$ cat src/rtl/ddr2_host_port.sv
// ddr2_host_port: client front end for ddr2_controller; stages writes, issues commands, tracks reads.
// Optional macro DDR2_HP_TIMEOUT_EN adds a read-return watchdog driving the sticky err flag.
module ddr2_host_port #(
    parameter int MAX_OUTST = 64,
    parameter int TIMEOUT   = 1024
) (
    input  logic        clk,
    input  logic        reset,
    input  logic        req_valid,
    output logic        req_ready,
    input  logic [2:0]  req_cmd,
    input  logic [24:0] req_addr,
    input  logic [1:0]  req_sz,
    input  logic [2:0]  req_op,
    input  logic        wr_valid,
    output logic        wr_ready,
    input  logic [15:0] wr_data,
    output logic [2:0]  ctl_cmd,
    output logic [24:0] ctl_addr,
    output logic [1:0]  ctl_sz,
    output logic [2:0]  ctl_op,
    output logic [15:0] ctl_din,
    input  logic        ctl_notfull,
    input  logic        ctl_ready,
    input  logic        ctl_validout,
    input  logic [15:0] ctl_dout,
    input  logic [24:0] ctl_raddr,
    output logic        rsp_valid,
    output logic [15:0] rsp_data,
    output logic [24:0] rsp_addr,
    output logic [6:0]  outst_cnt,
    output logic        busy,
    output logic        err
);

    typedef enum logic [1:0] {IDLE, COLLECT, ISSUE, STREAM} state_t;

    localparam logic [2:0] C_SCR = 3'b001;
    localparam logic [2:0] C_SCW = 3'b010;
    localparam logic [2:0] C_BLR = 3'b011;
    localparam logic [2:0] C_BLW = 3'b100;
    localparam logic [2:0] C_ATR = 3'b101;
    localparam logic [2:0] C_ATW = 3'b110;
    localparam logic [7:0] MAX_W = 8'(MAX_OUTST);

    state_t      state_q, state_d;
    logic [2:0]  cmd_q;
    logic [24:0] addr_q;
    logic [1:0]  sz_q;
    logic [2:0]  op_q;
    logic        rd_q;
    logic [5:0]  words_q;
    logic [4:0]  idx_q;
    logic [15:0] buf_q [32];
    logic [6:0]  outst_q;

    logic        acc, req_fire, wr_fire, last;
    logic        req_rd, req_blk, tmo_hit;
    logic [5:0]  req_words, add_w;
    logic [7:0]  need, sum;

    assign acc       = ctl_notfull & ctl_ready;
    assign req_words = {1'b0, req_sz, 3'b000} + 6'd8;
    assign need      = {1'b0, outst_q} + (req_blk ? {2'b0, req_words} : 8'd1);
    assign req_ready = (state_q == IDLE) & ctl_ready & (~req_rd | (need <= MAX_W));
    assign wr_ready  = (state_q == COLLECT);
    assign req_fire  = req_valid & req_ready;
    assign wr_fire   = wr_valid & wr_ready;
    assign last      = ({1'b0, idx_q} == words_q - 6'd1);
    assign add_w     = (state_q == ISSUE && acc && rd_q) ? words_q : 6'd0;
    assign sum       = {1'b0, outst_q} + {2'b0, add_w};
    assign outst_cnt = outst_q;
    assign busy      = (state_q != IDLE) | (outst_q != 7'd0);

    // classify the incoming request command
    always_comb begin
        req_rd  = 1'b0;
        req_blk = 1'b0;
        unique case (req_cmd)
            C_SCR, C_ATR: req_rd = 1'b1;
            C_BLR: begin
                req_rd  = 1'b1;
                req_blk = 1'b1;
            end
            C_BLW: req_blk = 1'b1;
            default: ;
        endcase
    end

    // state register
    always_ff @(posedge clk) begin
        if (reset) state_q <= IDLE;
        else       state_q <= state_d;
    end

    // next-state logic
    always_comb begin
        state_d = state_q;
        unique case (state_q)
            IDLE: if (req_fire) begin
                unique case (req_cmd)
                    C_SCR, C_BLR: state_d = ISSUE;
                    C_SCW, C_BLW, C_ATR, C_ATW: state_d = COLLECT;
                    default: state_d = IDLE;
                endcase
            end
            COLLECT: if (wr_fire && last) state_d = ISSUE;
            ISSUE: if (acc) state_d = (cmd_q == C_BLW) ? STREAM : IDLE;
            STREAM: if (acc && last) state_d = IDLE;
            default: state_d = IDLE;
        endcase
    end

    // staging buffer; contents are meaningless once idx is reset
    always_ff @(posedge clk) begin
        if (wr_fire) buf_q[idx_q] <= wr_data;
    end

    // request latch, staging index and registered controller drive
    always_ff @(posedge clk) begin
        if (reset) begin
            cmd_q <= '0; addr_q <= '0; sz_q <= '0; op_q <= '0;
            rd_q <= 1'b0; words_q <= '0; idx_q <= '0;
            ctl_cmd <= '0; ctl_addr <= '0; ctl_sz <= '0;
            ctl_op <= '0; ctl_din <= '0;
        end else begin
            unique case (state_q)
                IDLE: if (req_fire) begin
                    cmd_q   <= req_cmd;
                    addr_q  <= req_addr;
                    sz_q    <= req_sz;
                    op_q    <= req_op;
                    rd_q    <= req_rd;
                    words_q <= req_blk ? req_words : 6'd1;
                    idx_q   <= '0;
                    if (state_d == ISSUE) begin
                        ctl_cmd  <= req_cmd;
                        ctl_addr <= req_addr;
                        ctl_sz   <= req_sz;
                        ctl_op   <= req_op;
                        ctl_din  <= buf_q[0];
                    end
                end
                COLLECT: if (wr_fire) begin
                    if (last) begin
                        idx_q    <= '0;
                        ctl_cmd  <= cmd_q;
                        ctl_addr <= addr_q;
                        ctl_sz   <= sz_q;
                        ctl_op   <= op_q;
                        ctl_din  <= (idx_q == 5'd0) ? wr_data : buf_q[0];
                    end else begin
                        idx_q <= idx_q + 5'd1;
                    end
                end
                ISSUE: if (acc) begin
                    ctl_cmd <= '0;
                    if (cmd_q == C_BLW) begin
                        idx_q   <= 5'd1;
                        ctl_din <= buf_q[1];
                    end
                end
                STREAM: if (acc) begin
                    if (last) begin
                        idx_q <= '0;
                    end else begin
                        idx_q   <= idx_q + 5'd1;
                        ctl_din <= buf_q[idx_q + 5'd1];
                    end
                end
                default: ;
            endcase
        end
    end

    // outstanding read words: issue adds, each return subtracts, floor at zero
    always_ff @(posedge clk) begin
        if (reset)                        outst_q <= '0;
        else if (tmo_hit)                 outst_q <= '0;
        else if (ctl_validout && sum != 0) outst_q <= 7'(sum - 8'd1);
        else                              outst_q <= sum[6:0];
    end

    // register returned words toward the client
    always_ff @(posedge clk) begin
        if (reset) begin
            rsp_valid <= 1'b0;
            rsp_data  <= '0;
            rsp_addr  <= '0;
        end else begin
            rsp_valid <= ctl_validout;
            if (ctl_validout) begin
                rsp_data <= ctl_dout;
                rsp_addr <= ctl_raddr;
            end
        end
    end

`ifdef DDR2_HP_TIMEOUT_EN
    localparam int TW = $clog2(TIMEOUT + 1);
    logic [TW-1:0] tmo_q;

    assign tmo_hit = ~ctl_validout & (outst_q != 7'd0)
                   & (tmo_q == TW'(TIMEOUT - 1));

    // watchdog on read returns; err stays set until reset
    always_ff @(posedge clk) begin
        if (reset) begin
            tmo_q <= '0;
            err   <= 1'b0;
        end else if (ctl_validout || outst_q == 7'd0) begin
            tmo_q <= '0;
        end else if (tmo_hit) begin
            tmo_q <= '0;
            err   <= 1'b1;
        end else begin
            tmo_q <= tmo_q + 1'b1;
        end
    end
`else
    assign tmo_hit = 1'b0;
    assign err     = 1'b0 & (TIMEOUT < 0);
`endif

endmodule
$ cat config.mk
export PLATFORM = sky130hd
export DESIGN_NAME = ddr2_host_port
export DESIGN_NICKNAME = d
export VERILOG_FILES = /design/src/rtl/ddr2_host_port.sv
export SDC_FILE = /design/constraint.sdc
export NUM_CORES = 1
export LEC_CHECK = 0
export ABC_CLOCK_PERIOD_IN_PS = 8500
export CORE_ASPECT_RATIO = 0.75
export CORE_MARGIN = 3
export CORE_UTILIZATION = 50
export DETAILED_ROUTE_END_ITERATION = 12
export PLACE_DENSITY = 0.79
export SETUP_SLACK_MARGIN = 0.3
export SLEW_MARGIN = 10
export SYNTH_ARGS = -nofsm -noshare
export SYNTH_HDL_FRONTEND = slang
export SYNTH_SLANG_ARGS = --single-unit
$ cat constraint.sdc
create_clock -name clk -period 8.5 [get_ports clk]
set_input_delay 1.7 -clock clk [delete_from_list [all_inputs] [get_ports clk]]
set_output_delay 1.7 -clock clk [all_outputs]
set_load 0.005 [all_outputs]
==> results of run 1 <==
power breakdown:
group          total [mW]  internal, mW  switching [mW]  leakage [nW]
combinational        1.57         0.751           0.820          3.82
sequential           3.69          3.57           0.112          5.77
clock                2.76          1.53            1.22         0.984
total                8.01          5.86            2.16          10.6
synthesized netlist by cell type (all sizes together), types with 5 or more instances:
cell type	count
xnor2	10
nand3	15
nand2	54
clkbuf	68
dfxtp	143
edfxtp	512
a31oi	7
buf	31
mux4	144
xor2	7
inv	64
a221oi	32
mux2	33
mux2i	114
and2	5
nor3	7
a32oi	17
or3	37
o21ai	58
nor2	148
ha	23
a21oi	44
logic make-up after synthesis:
group                      Yosys count  synth area share
AOI/OAI and AO/OA                  188            0.0538
xor gates and xnor gates            17           0.00554
adders and majority gates           23            0.0107
buffers and inverters              163            0.0245
DFF                                655             0.679
muxes                              291             0.177
other                                1          0.000140
and+or+nand+nor                    294            0.0496
final cells by class:
| cell class | instances | area (um^2) | share of cell area |
|---|---|---|---|
| inverter | 64 | 240 | 0.00752 |
| clock buffer | 74 | 1590 | 0.0497 |
| multi-input combinational | 814 | 8060 | 0.252 |
| tap | 703 | 880 | 0.0276 |
| clock inverter | 40 | 462 | 0.0145 |
| sequential | 655 | 18200 | 0.571 |
| timing repair buffer | 261 | 2460 | 0.0770 |
tightest hold or removal path, delay by kind of cell (launching register included):
| kind | cells | cell delay (ps) |
|---|---|---|
| DFF | 1 | 310 |
| buffers and inverters | 1 | 60 |
| AOI/OAI and AO/OA | 1 | 50 |
cells in the final DEF, fill, tap and decap left out, types with 6 or more instances in the layout:
cell             count
bufinv_16            6
mux2i_1            114
clkbuf_16           60
or3_1               37
clkinv_2            13
ha_1                21
clkbuf_1            10
o21ai_0             57
mux2_2              33
clkinvlp_4           7
edfxtp_1           512
mux4_2             144
a21oi_1             44
a31oi_1              6
nor2_1             148
dfxtp_1            142
xnor2_1             10
a32oi_1             17
clkdlybuf4s50_1    195
nand3_1             15
a221oi_2            30
nor3_1               6
buf_4               64
nand2_1             53
inv_1               63
final timing paths:
path                              endpoint  slack, ps                     start  depth (start not counted)
setup / recovery                 req_ready       1640                req_cmd[1]                         12
hold / removal    ctl_addr[5]$_SDFFE_PP0P_        470  ctl_addr[5]$_SDFFE_PP0P_                          2
setup reg to reg   ctl_din[8]$_SDFFE_PP0P_       3770     idx_q[0]$_SDFFE_PP0P_                          9
hold reg to reg   ctl_addr[5]$_SDFFE_PP0P_        470  ctl_addr[5]$_SDFFE_PP0P_                          2
routing by layer:
metal / GRT usage / routed length, um / vias to the layer above
met5: 0 / 0 / -
met4: 0.0661 / 1730 / 0
met3: 0.0456 / 6650 / 122
met2: 0.366 / 31900 / 820
met1: 0.341 / 26500 / 8097
li1: - / - / 6808
state kept, by name, indices dropped and copies added, names as in the netlist:
name,cells
rsp_data,16
words_q,4
sz_q,2
addr_q,25
ctl_sz,2
ctl_din,16
cmd_q,3
rd_q,1
rsp_addr,25
state_q,2
op_q,3
outst_cnt,7
ctl_cmd,3
ctl_op,3
ctl_addr,25
rsp_valid,1
idx_q,5
buf_q,512
==> results.json, run 1 <==
{
  "rows": 72,
  "worstSkewPairLatency_ps": 650,
  "nets": 1976,
  "postSynthCellCount": 1632,
  "cp_top_family": "buffers and inverters",
  "cts_hold_buf": 0,
  "power.density_mw_per_mm2": 251,
  "grt_antenna_before_repair": 0,
  "status": "complete, no violations",
  "drt_iter0_markers": 1897,
  "utilization": 0.610,
  "drive_gt1_frac": 0.203,
  "hpwl_mm": 40.9,
  "crit_buf_inv": 2,
  "pin_count": 199,
  "synth-async-reset-ratio": 0,
  "clk_path_buf_depth": 3,
  "drc": 0,
  "period_share": 0.808,
  "synth_cell_types": 59,
  "drt-vias-per-instance": 6.07,
  "syn_to_final_growth_pct": 18.8,
  "grt_pass1_wl_mm": 99.8,
  "syn_avg_cell_area_um2": 16.5,
  "slew_viol_final": 0,
  "netlist_top_cells_area": "edfxtp_1, mux4_2, dfxtp_1",
  "design_area_mm2": 0.0319,
  "portBuffers": 197,
  "whs_ps": 470,
  "slowest_stage": "clkdlybuf4s50_1",
  "syn_area_mm2": 0.0269,
  "finalSetupViolations": 0,
  "synth_edf_count": 512,
  "p_leak_nw": 10.6,
  "core-area_mm2": 0.0523,
  "diodes": 0,
  "first_pass_iters": 5,
  "clkTransAtPathRegs_ps": 60,
  "worstPathRequired_ps": 6800,
  "vias": 15800,
  "postLayoutSetupSlackWorst_ps": 1640,
  "wire_per_inst_um": 25.6,
  "arrival_ps": 5160,
  "numCtsBuffers": 60,
  "yosysWarnings": 0,
  "hold_viol": 0,
  "wl_mm": 66.8,
  "fmax_mhz": 146,
  "dieArea_mm2": 0.0566,
  "critPathCaptureType": "output port",
  "synth-main-ff-cell": "edfxtp_1",
  "dieHeight_um": 207,
  "relSlewSlack": 0.281,
  "post_layout_nonfiller_instances": 2611,
  "dpl_cell_area_mm2": 0.0299,
  "path_cells": "clkdlybuf4s50_1, nand2_1, nor2_1, a21oi_1, nor2b_1, ha_1, and3_1, a31oi_1, xor2_1, nand4_1, a31oi_1, clkdlybuf4s50_1",
  "ctsResizeCount": 0,
  "synth.top_cell.area_share": 0.572,
  "dp.cells": 2497,
  "gp_congestion": 0.848,
  "period_needed_ps": 6860,
  "report.power.total_mw": 8.01,
  "grt_max_degree": 102,
  "cp_max_fo": 6,
  "hp-class": "reg -> reg",
  "synth_top_cell_by_area": "edfxtp_1",
  "fin_skew_ps": 52.7,
  "synth.net_count": 1752,
  "tightest_slew_ps": 1080,
  "max-cap-violations": 0,
  "crit_type": "in -> out",
  "synth_seq_cells": 655,
  "cts.sinks": 655,
  "ctsRootBufferMaster": "clkbuf_16",
  "initial_utilization": 0.513,
  "rsz0062_at_grt": "no",
  "grt_pass1_vias": 16000,
  "cts_tree": "done",
  "die_width_um": 274,
  "finalSetupTns_ps": 0,
  "htreeDepth": 2,
  "yosysSeqAreaShare": 0.679,
  "gr-usage-all-layers": 0.235,
  "grt_overflow": 0,
  "dp_slack_ps": 1680,
  "fillCellCount": 3710,
  "ir_worst_vdd_v": 0.000184,
  "start_kind": "input pin",
  "postCtsSetupBuffers": 0,
  "ant_nets": 0,
  "critPathMaxStageDelay_ps": 560
}
Power figures use the tool's default switching activity.
==> run 2: changes to the inputs <==
--- a/config.mk
+++ b/config.mk
@@ -5,7 +5,7 @@
 export SDC_FILE = /design/constraint.sdc
 export NUM_CORES = 1
 export LEC_CHECK = 0
-export ABC_CLOCK_PERIOD_IN_PS = 8500
+export ABC_CLOCK_PERIOD_IN_PS = 6950
 export CORE_ASPECT_RATIO = 0.75
 export CORE_MARGIN = 3
 export CORE_UTILIZATION = 50
==> constraint.sdc (replaced) <==
create_clock -name clk -period 6.95 [get_ports clk]
set_input_delay 1.39 -clock clk [delete_from_list [all_inputs] [get_ports clk]]
set_output_delay 1.39 -clock clk [all_outputs]
set_load 0.005 [all_outputs]
==> run 2 against run 1 <==
Power increased by 24%. Clock power increased by 28%. Core utilization increased by 0.24 points. Register-to-register slack got worse by 1500 ps.
==> results.json, run 2 (same netlist as run 1, synthesis figures left out) <==
{
  "rows": 72,
  "numCtsBuffers": 60,
  "wl_mm": 67.8,
  "die_width_um": 274,
  "period_needed_ps": 6270,
  "reg2reg_from": "idx_q[0]$_SDFFE_PP0P_",
  "worstSkewPairLatency_ps": 650,
  "grt_pass1_vias": 15900,
  "whs_ps": 464,
  "grt_max_degree": 78,
  "ctsRootBufferMaster": "clkbuf_16",
  "tightest_slew_ps": 1080,
  "rsz0062_at_grt": "no",
  "max-cap-violations": 0,
  "largest_reg_flops": 512,
  "initial_utilization": 0.513,
  "portBuffers": 197,
  "path_cells": "clkdlybuf4s50_1, nand2_1, nor2_1, a21oi_1, nor2b_1, ha_1, and3_1, a31oi_1, xor2_1, nand4_1, a31oi_1, clkdlybuf4s50_1",
  "relSlewSlack": 0.283,
  "pin_count": 199,
  "gr-usage-all-layers": 0.236,
  "ant_nets": 0,
  "power.density_mw_per_mm2": 311,
  "hold_path_depth": 2,
  "vias": 16000,
  "regMostFlops": "buf_q",
  "cp_max_fo": 6,
  "slowest_stage": "clkdlybuf4s50_1",
  "hp-class": "reg -> reg",
  "p_leak_nw": 10.6,
  "worstReg2RegEnd": "ctl_din[7]$_SDFFE_PP0P_",
  "hpwl_mm": 42.0,
  "reg2reg_depth": 8,
  "wire_per_inst_um": 26.0,
  "rrSetupSlack_ps": 2290,
  "ctsResizeCount": 0,
  "drc": 0,
  "critPathMaxStageDelay_ps": 560,
  "worstPathRequired_ps": 5560,
  "hp-start": "ctl_addr[21]$_SDFFE_PP0P_",
  "drt-vias-per-instance": 6.12,
  "core-area_mm2": 0.0523,
  "cts_hold_buf": 0,
  "period_share": 0.903,
  "first_pass_iters": 5,
  "finalSetupTns_ps": 0,
  "fmax_mhz": 159,
  "arrival_ps": 4880,
  "whs_endpoint": "ctl_addr[21]$_SDFFE_PP0P_",
  "hold_viol": 0,
  "grt_pass1_wl_mm": 99.6,
  "postCtsSetupBuffers": 0,
  "utilization": 0.612,
  "syn_to_final_growth_pct": 19.3,
  "start_kind": "input pin",
  "cts_tree": "done",
  "clkTransAtPathRegs_ps": 70,
  "dieArea_mm2": 0.0566,
  "critPathCaptureType": "output port",
  "post_layout_nonfiller_instances": 2613,
  "fin_skew_ps": 51.8,
  "nets": 1979,
  "gp_congestion": 0.866,
  "dieHeight_um": 207,
  "final_common_cell": "edfxtp_1",
  "ir_worst_vdd_v": 0.000253,
  "dp.cells": 2500,
  "mostFrequentLayoutCells": "edfxtp_1, clkdlybuf4s50_1, nor2_1, mux4_2, dfxtp_1",
  "drive_gt1_frac": 0.207,
  "slew_viol_final": 0,
  "drt_iter0_markers": 1954,
  "htreeDepth": 2,
  "grt_antenna_before_repair": 2,
  "grt_overflow": 0,
  "cts.sinks": 655,
  "crit_type": "in -> out",
  "status": "complete, no violations",
  "finalSetupViolations": 0,
  "clk_path_buf_depth": 3
}
## run 2: area by class of cell
cell class | count | area (um^2)
clock inverters | 39 | 507
diodes | 1 | 2.50
flip-flops and latches | 655 | 18200
multi-input cells | 814 | 8060
clock buffers | 73 | 1640
inverters | 64 | 240
fillers | 3589 | 20300
well taps | 703 | 880
repair buffers | 264 | 2480
## run 2: how the worst max path moves through the flow
| stage | cells past startpoint | slack (ps) | to | start |
|---|---|---|---|---|
| final | 12 | 680 | req_ready | req_cmd[1] |
| after global routing | 12 | 490 | req_ready | req_cmd[1] |
| after CTS | 12 | 740 | req_ready | req_cmd[1] |
| after detailed placement | 12 | 730 | req_ready | req_cmd[1] |
| after global placement | 11 | 910 | req_ready | req_cmd[0] |
| after floorplan | 10 | 2370 | req_ready | req_cmd[1] |
## run 2: where the power goes
| group | leakage (nW) | internal [mW] | switching (mW) |
|---|---|---|---|
| registers | 5.77 | 4.37 | 0.145 |
| logic | 3.84 | 0.922 | 1.00 |
| clock network | 1.03 | 2.03 | 1.50 |
## run 2: metal layers
metal / share of wire / GRT usage
met1: 0.40 / 0.334
met2: 0.47 / 0.368
met3: 0.10 / 0.0579
met4: 0.026 / 0.0691
met5: 0.00018 / 0
## run 2: worst max-delay path: cells and delay by family
| kind | cells | cell delay, ps |
|---|---|---|
| compound gates | 3 | 980 |
| buf+inv | 2 | 1060 |
| fa+ha+maj | 1 | 360 |
| xor+xnor | 1 | 210 |
| simple gates | 5 | 870 |
## run 2: per-stage QoR
step / area, um^2 / setup WS, ps / total power, mW
floorplan: 26900 / 2370 / 5.74
global placement: 29900 / 911 / 6.44
detailed placement: 29900 / 734 / 6.49
CTS: 32000 / 737 / 10.0
global route: 32000 / 492 / 10.3
finish: 32100 / 676 / 9.97
